[config.mk]
export PLATFORM = sky130hd
export DESIGN_NAME = rom_rd_pipe
export DESIGN_NICKNAME = d
export VERILOG_FILES = /design/src/rtl/rom_rd_pipe.sv
export SDC_FILE = /design/constraint.sdc
export NUM_CORES = 1
export LEC_CHECK = 0
export BUFFER_PORTS_ARGS = -buffer_cell sky130_fd_sc_hd__buf_2
export CAP_MARGIN = 0
export CELL_PAD_IN_SITES_DETAIL_PLACEMENT = 2
export CELL_PAD_IN_SITES_GLOBAL_PLACEMENT = 2
export CORE_ASPECT_RATIO = 1.4
export CORE_UTILIZATION = 38
export CTS_CLUSTER_SIZE = 8
export DETAILED_ROUTE_END_ITERATION = 8
export HOLD_SLACK_MARGIN = 0.02
export PLACE_DENSITY = 0.87
export SYNTH_ARGS = -nofsm -noshare
export SYNTH_HDL_FRONTEND = slang
export SYNTH_SLANG_ARGS = --single-unit
[constraint.sdc]
create_clock -name i_clk -period 2.45 [get_ports i_clk]
set_input_delay 0.49 -clock i_clk [delete_from_list [all_inputs] [get_ports i_clk]]
set_output_delay 0.49 -clock i_clk [all_outputs]
set_load 0.02 [all_outputs]
[src/rtl/rom_rd_pipe.sv]
// rom_rd_pipe: pipelined ROM read stage with in-order error responses and a credit-limited response FIFO
module rom_rd_pipe #(
    parameter int abits        = 17,
    parameter int dbits        = 64,
    parameter int latency      = 2,
    parameter int fifo_depth   = 4,
    parameter int sysbus_abits = 32
) (
    input  logic                    i_clk,
    input  logic                    i_rst,
    input  logic                    i_req_valid,
    input  logic [sysbus_abits-1:0] i_req_addr,
    input  logic                    i_req_write,
    output logic                    o_req_ready,
    output logic                    o_resp_valid,
    output logic [dbits-1:0]        o_resp_rdata,
    output logic                    o_resp_err,
    input  logic                    i_resp_ready,
    output logic                    o_mem_en,
    output logic [abits-1:0]        o_mem_addr,
    input  logic [dbits-1:0]        i_mem_rdata
);
    localparam int pw = $clog2(fifo_depth);
    localparam int cw = pw + 1;

    logic [latency-1:0] tag_v;
    logic [latency-1:0] tag_e;
    logic [dbits-1:0]   fifo_d [fifo_depth];
    logic [fifo_depth-1:0] fifo_e;
    logic [pw-1:0]      wr_ptr;
    logic [pw-1:0]      rd_ptr;
    logic [cw-1:0]      fifo_cnt;
    logic [cw-1:0]      outstanding;
    logic               accept;
    logic               req_err;
    logic               push;
    logic               pop;

    // credits cover both in-flight tags and queued responses, so a tag never finds the FIFO full
    assign o_req_ready  = !i_rst && (outstanding < cw'(fifo_depth));
    assign accept       = i_req_valid & o_req_ready;
    assign req_err      = i_req_write | (|i_req_addr[sysbus_abits-1:abits]);
    assign o_mem_en     = accept & !req_err;
    assign o_mem_addr   = i_req_addr[abits-1:0];
    assign push         = tag_v[latency-1];
    assign o_resp_valid = !i_rst && (fifo_cnt != '0);
    assign pop          = o_resp_valid & i_resp_ready;
    assign o_resp_rdata = o_resp_valid ? fifo_d[rd_ptr] : '0;
    assign o_resp_err   = o_resp_valid & fifo_e[rd_ptr];

    // tag shift register: mirrors the macro latency, errors ride along to keep ordering
    always_ff @(posedge i_clk or posedge i_rst) begin
        if (i_rst) begin
            tag_v <= '0;
            tag_e <= '0;
        end else begin
            tag_v[0] <= accept;
            tag_e[0] <= req_err;
            for (int i = 1; i < latency; i++) begin
                tag_v[i] <= tag_v[i-1];
                tag_e[i] <= tag_e[i-1];
            end
        end
    end

    // response storage; error entries carry zero data
    always_ff @(posedge i_clk) begin
        if (push) begin
            fifo_d[wr_ptr] <= tag_e[latency-1] ? '0 : i_mem_rdata;
            fifo_e[wr_ptr] <= tag_e[latency-1];
        end
    end

    // pointers wrap naturally; occupancy and credits tracked by counters
    always_ff @(posedge i_clk or posedge i_rst) begin
        if (i_rst) begin
            wr_ptr      <= '0;
            rd_ptr      <= '0;
            fifo_cnt    <= '0;
            outstanding <= '0;
        end else begin
            wr_ptr      <= push ? wr_ptr + 1'b1 : wr_ptr;
            rd_ptr      <= pop ? rd_ptr + 1'b1 : rd_ptr;
            fifo_cnt    <= fifo_cnt + cw'(push) - cw'(pop);
            outstanding <= outstanding + cw'(accept) - cw'(pop);
        end
    end
endmodule

* Yosys cells after proc, flatten, opt, wreduce, memory -nomap -nowiden *
Memory sizes are Yosys's and may differ from the RTL's.
Index checks and enable logic that the tools add are counted.
Widths: inputs -> output; s select.

storage, ports and cells
  register bits = 18
  memory bits (writable) = 256
  bits of input ports = 101
  output and inout port bits = 85
  logic and storage cells = 39
  memories = 1

operators by class
  add/subtract/negate cells = 6
  order comparisons = 4
  muxes and demuxes = 9
  bitwise logic cells = 5
  reductions and logical operators = 7

memories
  memory  depth  bits a word  read ports  clocked after memory_dff  write ports  line  text
  fifo_d  4      64           1           0                         1            28    logic [dbits-1:0] fifo_d [fifo_depth];

operator list
  kind                 count
  $mux 64              2
  $reduce_or 15->1     1
  $add 3x1->3          2
  $lt 2x3->1 const B   2
  $sub 3x1->3          2
  $add 2x1->2 const B  2
  $and 1x1->1          4
  $bwmux 4             1
  $mux 1               4
  $logic_and 1x1->1    3
  $lt 3x3->1 const B   1
  $reduce_bool 3->1    1
  $bmux 1 s2           1
  $demux 1 s2          1
  $ge 2x1->1 const B   1
  $logic_not 1->1      2
  $or 1x1->1           1

* Depth between registers and ports, before layout *
  depth in word-level cells = 5
  mapped depth = 8
  depth with buffers taken out = 8

* Worst setup path before layout *
OpenSTA, ideal clock, no wires.

  kind = register -> register
  from = register wr_ptr[0]
  to = memory fifo_d[2][0], enable pin
  library setup time = 0.430 ns
  data arrival time = 2.149 ns
  required time = 2.020 ns
  path slack = -0.128 ns
  stages on the path, launching flop included = 4
  path buffers = 0
  period minus slack after synthesis = 2.578 ns
  path through = dfrtp_1 inv_1 ha_1 and2_1

RTL lines
  item                      line  text
  start: declaration        30    logic [pw-1:0] wr_ptr;
  start signal: assignment  82    wr_ptr <= push ? wr_ptr + 1'b1 : wr_ptr;
  end: declaration          28

Straight into the memory's write port.

* Final worst setup path *
  from = register rd_ptr[0]
  to = output o_resp_rdata[21]

between the ends
  cells in the longest elaborated chain, start to end = 2

RTL lines
  item                      line  text
  start: declaration        31    logic [pw-1:0] rd_ptr;
  start signal: assignment  83    rd_ptr <= pop ? rd_ptr + 1'b1 : rd_ptr;
  $mem_v2 4x64              -
  $mux 64                   48    assign o_resp_rdata = o_resp_valid ? fifo_d[rd_ptr] : '0;
  end: declaration          16    output logic [dbits-1:0] o_resp_rdata,

No other way between the ends.

==> results.tsv <==
stage	metric	value	unit
place	port_buffers	151	
grt	gr-total-overflow	0	
timing	setup_viol	65	
clock_network	clk_path_buf_depth	3	
synthesis	async_flop_share	0.0511	
synthesis	synth_nets	669	
place	dp_hpwl	15100	µm
clock_network	clk-insertion-delay-late	0.51	ns
floorplanning	die-area	29900	µm²
synthesis	yosysWarnings	0	
floorplanning	core	28600	µm²
layout	fin_nets	846	
synthesis	netlist_area	11100	µm²
detailed_routing	final_antenna_net_count	0	
setup_path	path_class	reg -> out	
synthesis	ys.flop_type	edfxtp_1	
detailed_routing	drtPass1Iterations	4	
layout	fin_util	0.487	
setup_path	cp_max_fo	6	
timing	worst_slack	-0.179	ns
timing	hold_ws	0.229	ns
timing	skew	0.0187	ns
synthesis	ys_seq_area_frac	0.736	
timing	slew-limit-headroom	0.591	
floorplanning	rows	73	
clock_network	clock-root-buffer	clkbuf_16	
timing	hold_viol	0	
timing	timing.final.crit_share	1.07	
setup_path	cp-start-kind	register	
detailed_routing	vias	5643	
timing	slew_viol_final	0	
floorplanning	pin_count	186	
synthesis	ys_seq_elements	274	
layout	areaGrowthSynthToFinish	25.5	%
floorplanning	start_util	0.388	
setup_path	crit_arrival	2.14	ns
detailed_routing	via_per_inst	5.00	
timing	min_period	2.63	ns
synthesis	synth-edff-count	260	
grt	grt_first_pass_wirelength	39700	µm
timing	worst_pin_slew	0.614	ns
synthesis	synth_cell_types	24	
setup_path	cp.required	1.96	ns
layout	drive_above_1_share	0.437	
clock_network	htreeDepth	2	
pwr	power.density_cell_area	1110	nW/µm²
setup_path	end_kind	output port	
grt	grt_pass1_vias	6567	
detailed_routing	wl	26800	µm
run	max_cap_violations	0	
timing	rsz0062_at_grt	yes	
pwr	leakage	4.96	nW
floorplanning	die_w	146	µm
synthesis	synth.top_cells.by_count	edfxtp_1, and2_1, mux4_2, nor2b_1, buf_4	
synthesis	synthTopCellsByArea	edfxtp_1, mux4_2, and2_1, nor2b_1, dfrtp_1	
synthesis	synth_top_area_frac	0.704	
clock_network	cts_sinks	274	
place	placed_cells_incl_taps	1055	
setup_path	r2r_setup_slack	0.26	ns
clock_network	clk_pin_slew_worst_paths	0.05	ns
detailed_routing	wire_per_inst	23.8	µm
synthesis	syn_area_per_cell	19.8	µm²
status	status	complete, but fails checks	
clock_network	holdBufCountCts	0	
status	violations	negative setup slack	
pwr	vdd_drop_max	0.000551	V
clock_network	cts_buffers	40	
grt	grt_usage	0.181	
synthesis	synth_area_leader_cell	edfxtp_1	
detailed_routing	drc	0	
grt	antenna_found_initial	2	
place	place.gp.congestion	0.686	
synthesis	synthMostInstantiatedCell	edfxtp_1	
timing	clock.fmax	0.380	GHz
detailed_routing	drtIter0Drc	186	
clock_network	cts_tree	built	
worst_hold_path	worst_hold_path_type	in -> reg	
layout	stdcell_count	1128	
grt	grt_max_degree	66	
synthesis	synthCells	560	
floorplanning	die_h	204	µm
pwr	p_total	0.0155	W
## critical path, stage by stage (launching register included)
cell       delay (ns)
dfrtp_4          0.44
buf_4            0.17
clkbuf_16        0.17
mux4_2           0.51
and2_1           0.17
buf_2            0.15
## metal layers
metal	vias to the layer above	routed length [µm]	global-route usage
met1	2953	10500	0.203
met2	164	14800	0.341
met3	34	1040	0.0357
li1	2492	-	-
met4	0	495	0.0577
met5	-	0	0
## through the flow
stage	area, µm²	setup WS, ns	setup TNS [ns]
floorplan	11100	0.370	0
global placement	12300	0.0613	0
detailed placement	12300	-0.0690	-0.118
CTS	13500	-0.226	-11.56
global route	13900	-0.225	-12.44
finish	13900	-0.179	-8.49
## kinds of logic after synthesis
logic type | after synthesis | synth area share
AND/OR/NAND/NOR | 149 | 0.0826
XOR/XNOR | 8 | 0.00632
buffers and inverters | 54 | 0.0317
multiplexers | 65 | 0.132
adder cells (fa/ha/maj) | 8 | 0.0104
flip-flops | 274 | 0.736
AO/OA/AOI/OAI | 2 | 0.00113
## final timing paths
| path | start | end | cells after the start |
|---|---|---|---|
| setup / recovery | rd_ptr[0]$_DFFE_PP0P_ | o_resp_rdata[21] | 5 |
| min in group asynchronous | i_rst | outstanding[1]$_DFF_PP0_ | 3 |
| hold / removal | i_req_addr[23] | tag_e[0]$_DFF_PP0_ | 3 |
| setup reg to reg | fifo_cnt[1]$_DFF_PP0_ | outstanding[2]$_DFF_PP0_ | 9 |
| hold reg to reg | tag_v[0]$_DFF_PP0_ | tag_v[1]$_DFF_PP0_ | 0 |
| max in group asynchronous | i_rst | rd_ptr[0]$_DFFE_PP0P_ | 3 |
## repair_timing
item | in CTS | in global routing
endpoints found under the setup margin | 66 | 65
gates cloned | 1 | 7
pin swaps | 2 | 10
setup buffers | 2 | 5
resized for setup | 44 | 57
## flip-flops by register name, indices dropped and copies added (netlist names)
name and count:
fifo_cnt 3, fifo_d 256, fifo_e 4, outstanding 3
rd_ptr 2, tag_e 2, tag_v 2, wr_ptr 2
## cells in the final DEF, fill, tap and decap left out, types with 8 or more instances in the layout
master / count
buf_6: 33
and2_1: 34
mux4_2: 65
buf_4: 8
inv_1: 8
buf_2: 119
edfxtp_1: 260
nor2b_1: 64
dfrtp_1: 11
buf_12: 11
and2_4: 36
clkbuf_1: 14
clkbuf_16: 46
## report_power, final
group	switching, W	leakage, nW	internal (W)
Combinational	0.00234	1.88	0.00259
Clock	0.00184	0.526	0.00301
Sequential	0.000199	2.56	0.00551
## final cells by class
cell class	count	area [µm²]
fill	2568	14700
sequential	274	8170
multi-input combinational	233	2690
timing repair buffer	180	1470
clock buffer	55	1080
tap	375	469
inverter	8	30.0
clock inverter	1	8.76
antenna	2	5.00
Power figures use the tool's default switching activity.
